### config.mk
export PLATFORM = sky130hd
export DESIGN_NAME = cnn_layer_accel_job_ctrl
export DESIGN_NICKNAME = d
export VERILOG_FILES = /design/src/rtl/cnn_layer_accel_job_ctrl.sv
export SDC_FILE = /design/constraint.sdc
export NUM_CORES = 1
export LEC_CHECK = 0
export ABC_AREA = 1
export CAP_MARGIN = 10
export CORE_MARGIN = 2
export CORE_UTILIZATION = 45
export DETAILED_ROUTE_END_ITERATION = 8
export GPL_TIMING_DRIVEN = 0
export PLACE_DENSITY = 0.86
export SLEW_MARGIN = 20
export SYNTH_ARGS = -nofsm -noshare
export SYNTH_HDL_FRONTEND = slang
export SYNTH_SLANG_ARGS = --single-unit
### constraint.sdc
create_clock -name clk_if -period 10.1 [get_ports clk_if]
set_clock_uncertainty 0.1 [all_clocks]
set_input_delay 2.02 -clock clk_if [delete_from_list [all_inputs] [get_ports clk_if]]
set_output_delay 2.02 -clock clk_if [all_outputs]
set_load 0.01 [all_outputs]
### src/rtl/cnn_layer_accel_job_ctrl.sv
// Job-control responder for one cnn_layer_accel_quad: accepts a job, fetches the
// input volume into the row buffers, starts the core and reports completion.
module cnn_layer_accel_job_ctrl #(
  parameter int C_PIXEL_WIDTH    = 128,
  parameter int C_BEAT_CNT_WIDTH = 20
) (
  input  logic                     clk_if,
  input  logic                     rst,
  input  logic                     job_start,
  output logic                     job_accept,
  input  logic [127:0]             job_parameters,
  output logic                     job_fetch_request,
  input  logic                     job_fetch_ack,
  output logic                     job_fetch_complete,
  output logic                     job_complete,
  input  logic                     job_complete_ack,
  input  logic                     pixel_valid,
  output logic                     pixel_ready,
  input  logic [C_PIXEL_WIDTH-1:0] pixel_data,
  input  logic                     buf_full,
  output logic                     pix_wr_en,
  output logic [C_PIXEL_WIDTH-1:0] pix_wr_data,
  output logic [9:0]               cfg_rows,
  output logic [9:0]               cfg_cols,
  output logic [3:0]               cfg_kernel_size,
  output logic [3:0]               cfg_stride,
  output logic [3:0]               cfg_padding,
  output logic [15:0]              cfg_num_kernels,
  output logic                     core_start,
  input  logic                     core_done
);

  typedef enum logic [2:0] {
    IDLE,
    ACCEPT,
    FETCH_REQ,
    FETCH_DATA,
    FETCH_DONE,
    RUN,
    COMPLETE
  } state_t;

  state_t                      state_reg;
  logic [C_BEAT_CNT_WIDTH-1:0] beats_expected_reg;
  logic [C_BEAT_CNT_WIDTH-1:0] beat_cnt_reg;
  logic [C_BEAT_CNT_WIDTH-1:0] beat_cnt_next;
  logic                        beat_xfer;
  logic                        reserved_unused;

  // Reserved parameter bits are deliberately dropped.
  assign reserved_unused = ^job_parameters[127:48];

  // Ready follows backpressure within the same cycle so no beat is taken while full.
  assign pixel_ready   = (state_reg == FETCH_DATA) && !buf_full;
  assign beat_xfer     = pixel_valid && pixel_ready;
  assign beat_cnt_next = beat_cnt_reg + C_BEAT_CNT_WIDTH'(1);

  always_ff @(posedge clk_if or posedge rst) begin
    if (rst) begin
      state_reg          <= IDLE;
      beats_expected_reg <= '0;
      beat_cnt_reg       <= '0;
      job_accept         <= 1'b0;
      job_fetch_request  <= 1'b0;
      job_fetch_complete <= 1'b0;
      job_complete       <= 1'b0;
      pix_wr_en          <= 1'b0;
      pix_wr_data        <= '0;
      cfg_rows           <= '0;
      cfg_cols           <= '0;
      cfg_kernel_size    <= '0;
      cfg_stride         <= '0;
      cfg_padding        <= '0;
      cfg_num_kernels    <= '0;
      core_start         <= 1'b0;
    end else begin
      job_accept         <= 1'b0;
      job_fetch_complete <= 1'b0;
      core_start         <= 1'b0;
      pix_wr_en          <= 1'b0;

      case (state_reg)
        IDLE: begin
          if (job_start) begin
            cfg_rows           <= job_parameters[9:0];
            cfg_cols           <= job_parameters[19:10];
            cfg_kernel_size    <= job_parameters[23:20];
            cfg_stride         <= job_parameters[27:24];
            cfg_padding        <= job_parameters[31:28];
            cfg_num_kernels    <= job_parameters[47:32];
            beats_expected_reg <= C_BEAT_CNT_WIDTH'(job_parameters[9:0]) *
                                  C_BEAT_CNT_WIDTH'(job_parameters[19:10]);
            job_accept         <= 1'b1;
            state_reg          <= ACCEPT;
          end
        end

        ACCEPT: begin
          // An empty volume has nothing to fetch or convolve.
          if (cfg_rows == 10'd0 || cfg_cols == 10'd0) begin
            job_complete <= 1'b1;
            state_reg    <= COMPLETE;
          end else begin
            job_fetch_request <= 1'b1;
            state_reg         <= FETCH_REQ;
          end
        end

        FETCH_REQ: begin
          if (job_fetch_ack) begin
            job_fetch_request <= 1'b0;
            beat_cnt_reg      <= '0;
            state_reg         <= FETCH_DATA;
          end
        end

        FETCH_DATA: begin
          if (beat_xfer) begin
            pix_wr_en    <= 1'b1;
            pix_wr_data  <= pixel_data;
            beat_cnt_reg <= beat_cnt_next;
            if (beat_cnt_next == beats_expected_reg) begin
              job_fetch_complete <= 1'b1;
              core_start         <= 1'b1;
              state_reg          <= FETCH_DONE;
            end
          end
        end

        FETCH_DONE: begin
          state_reg <= RUN;
        end

        RUN: begin
          if (core_done) begin
            job_complete <= 1'b1;
            state_reg    <= COMPLETE;
          end
        end

        COMPLETE: begin
          if (job_complete_ack) begin
            job_complete <= 1'b0;
            state_reg    <= IDLE;
          end
        end

        default: begin
          state_reg <= IDLE;
        end
      endcase
    end
  end

endmodule

==> flow_summary.json <==
{
  "grt_pass1_wl_mm": 66.3,
  "synthTopCellsByCount": "788 x sky130_fd_sc_hd__nand2_1, 224 x sky130_fd_sc_hd__dfrtp_1, 176 x sky130_fd_sc_hd__inv_1",
  "met3WireLength_mm": 2.84,
  "vias_per_cell": 5.08,
  "pin_count": 447,
  "post_cts_resize_count": 0,
  "holdCritStartpoint": "pix_wr_data[4]",
  "power.static_leakage_nw": 9.24,
  "floorplan.initialDensity_pct": 46.0,
  "drt_iter0_markers": 1003,
  "detail-route-antenna-nets": 0,
  "max_ffs_per_register": 128,
  "logic_pwr_share_pct": 50.9,
  "dieWidth_um": 173,
  "final-max-slew-violation-count": 0,
  "synthesis.area_mm2": 0.0129,
  "final_period_minus_worst_setup_slack_ps": 7290,
  "pre_repair_dr_iteration_count": 5,
  "netSwitchingPower_mw": 1.90,
  "postRouteWirelength_mm": 41.7,
  "met2WireLength_mm": 20.9,
  "count_of_endpoints_failing_setup_in_the_final_report": 0,
  "timing.critical_path.arrival_ps": 7570,
  "finalPower_mw": 4.84,
  "worst-path-max-fanout": 10,
  "outcome": "completed",
  "slew-limit-headroom_pct": 55.7,
  "p_int_mw": 2.93,
  "initial_antenna_violation_count": 21,
  "cts.sinks": 224,
  "power_frac_seq_pct": 31.4,
  "dominant_synthesized_flop_cell": "sky130_fd_sc_hd__dfrtp_1",
  "critical_path.startpoint_type": "primary input",
  "synth-seq-area-share_pct": 43.6,
  "post_synth.cell_area_avg_um2": 7.88,
  "hp-class": "flip-flop to flip-flop",
  "worst_setup_hold_path_clk_slew_ps": 60,
  "report.final.hold_viol_count": 0,
  "ys_seq_elements": 224,
  "clock-root-buffer": "sky130_fd_sc_hd__clkbuf_16",
  "number_of_rows_created_at_floorplan": 61,
  "coreArea_mm2": 0.0279,
  "top_signal_layer_used": "met4",
  "grt_max_degree": 107,
  "io_buffer_count": 364,
  "post-synth-top-count-cell": "sky130_fd_sc_hd__nand2_1",
  "peakVddDrop_uv": 188,
  "die_area_mm2": 0.0299,
  "layout_overhead_on_the_synthesized_area_pct": 38.8,
  "place.gp.congestion": 0.959,
  "power_per_cell_area_mw_per_mm2": 271,
  "cts_buffer_depth": 3,
  "synth_top_cells_by_area": "sky130_fd_sc_hd__dfrtp_1 44%, sky130_fd_sc_hd__nand2_1 23%, sky130_fd_sc_hd__fa_1 9.7%",
  "post_synth_arst_share_pct": 100,
  "fin_setup_tns_ps": 0,
  "met1_length_mm": 15.7,
  "synth.distinct_cells": 36,
  "max-cap-violations": 0,
  "global_route.usage.total_pct": 27.6,
  "die_height_um": 173,
  "clock_latency_ps": 520,
  "via_count_of_the_first_global_routing_pass": 12400,
  "synth.largest_area_cell": "sky130_fd_sc_hd__dfrtp_1",
  "yosys_warnings": 0,
  "rr_startpoint": "state_reg[1]",
  "cts_tree": "done",
  "detailed_place_hpwl_mm": 32.5,
  "synth.net_count": 2014,
  "clock_power_share_pct": 17.7,
  "detail_route.wl_per_cell_um": 17.1,
  "cts_htree_levels": 1,
  "num_vias": 12400,
  "synth-edff-count": 0,
  "globalRouteOverflowTotal": 0,
  "finalNetCount": 2406,
  "postCtsHoldBufs": 0,
  "layout-drive-gt1-share_pct": 3.72,
  "criticalPathCategory": "primary input to flip-flop",
  "rsz0062_at_grt": "false",
  "numCtsBuffers": 24,
  "postSynthCellCount": 1632,
  "synth_top_cell_area_share_pct": 43.6,
  "netSwitchingFraction_pct": 39.4,
  "cp_data_required_time_ps": 10380,
  "drc_violations_left": 0,
  "startpoint": "job_parameters[8]",
  "holdWs_ps": 369,
  "setup.worst_path.end_class": "flip-flop",
  "max_slew.worst_pin.slew_ps": 664,
  "timing.final.crit_share_pct": 72.2,
  "post_cts_buffers": 0,
  "fmaxAchievable_mhz": 137
}
## metrics by stage
step           cell area, um^2  setup WS [ps]  utilization [%]  instances
2_1_floorplan            12900           1850                -       1632
3_3_place_gp             17000           -929             60.8       2374
3_5_place_dp             17000           2320             61.0       2376
4_1_cts                  17800           2820             63.7       2419
5_1_grt                  17900           2400             63.9       2441
6_report                 17900           2810             63.9       2441
## power groups by stage
stage | combinational (mW) | clock (mW) | sequential (mW)
5_1_grt | 2.72 | 0.905 | 1.56
3_3_place_gp | 2.37 | 0 | 1.50
4_1_cts | 2.46 | 0.864 | 1.51
6_report | 2.46 | 0.858 | 1.52
3_5_place_dp | 2.44 | 0 | 1.52
2_1_floorplan | 1.11 | 0 | 1.66
## layout by cell type (no fill, tap or decap), drive strengths merged
cell type	n
nand2	793
clkdlybuf4s50	364
dfrtp	224
inv	179
clkbuf	85
fa	62
nor2	60
ha	56
nand3	55
o21ai	36
buf	27
diode	22
o22ai	19
a21oi	17
or2	8
nor3	8
nand4	8
nor4	6
xor2	6
xnor2	6
o21bai	3
a211oi	3
nand3b	3
a31oi	2
a21o	2
a221oi	2
clkinv	2
o211ai	1
a21boi	1
o31ai	1
nor3b	1
bufinv	1
## critical path, cell delays in order
cell                              delay, ps
sky130_fd_sc_hd__clkdlybuf4s50_1        470
sky130_fd_sc_hd__clkbuf_1               440
sky130_fd_sc_hd__nand2_1                160
sky130_fd_sc_hd__fa_1                   570
sky130_fd_sc_hd__inv_1                   70
sky130_fd_sc_hd__fa_1                   480
sky130_fd_sc_hd__fa_1                   520
sky130_fd_sc_hd__fa_1                   540
sky130_fd_sc_hd__inv_1                   60
sky130_fd_sc_hd__fa_1                   530
sky130_fd_sc_hd__inv_1                   40
sky130_fd_sc_hd__ha_1                   350
sky130_fd_sc_hd__nand2_1                170
sky130_fd_sc_hd__nor2_1                  70
sky130_fd_sc_hd__nand2_1                 70
sky130_fd_sc_hd__o211ai_1               120
sky130_fd_sc_hd__a21oi_1                300
sky130_fd_sc_hd__o21ai_0                150
sky130_fd_sc_hd__or2_2                  290
sky130_fd_sc_hd__nand3_1                 70
sky130_fd_sc_hd__o21ai_0                 90
## layer usage
layer	global-route usage (%)	up-vias
met3	4.27	123
met4	15.0	0
met5	0	-
met2	48.3	560
met1	32.6	5923
li1	-	5801
## area by class of cell
cell class              count  area (um^2)
diodes                     22         55.1
flip-flops and latches    224         5610
fillers                  2205        10100
clock inverters             3         51.3
clock buffers              40          711
inverters                 179          679
repair buffers            366         3700
well taps                 378          473
multi-input cells        1159         6300
plain buffers              70          287
## final timing paths
check / end / slack [ps] / cells past startpoint
setup / recovery: beats_expected_reg[13] / 2810 / 21
hold / removal: pix_wr_data[4] / 370 / 2
setup reg to reg: beat_cnt_reg[19] / 7420 / 8
hold reg to reg: pix_wr_data[4] / 370 / 2
max in group asynchronous: cfg_cols[9] / 6880 / 4
min in group asynchronous: pix_wr_data[122] / 1760 / 2
## cells by family after synthesis
logic type / count (synthesis) / synth area share (%)
and+or+nand+nor: 942 / 29.2
adders and majority gates: 118 / 15.1
xor gates and xnor gates: 12 / 0.817
AOI/OAI and AO/OA: 87 / 3.89
buffers and inverters: 249 / 7.45
DFF: 224 / 43.6
Power figures use the tool's default switching activity.
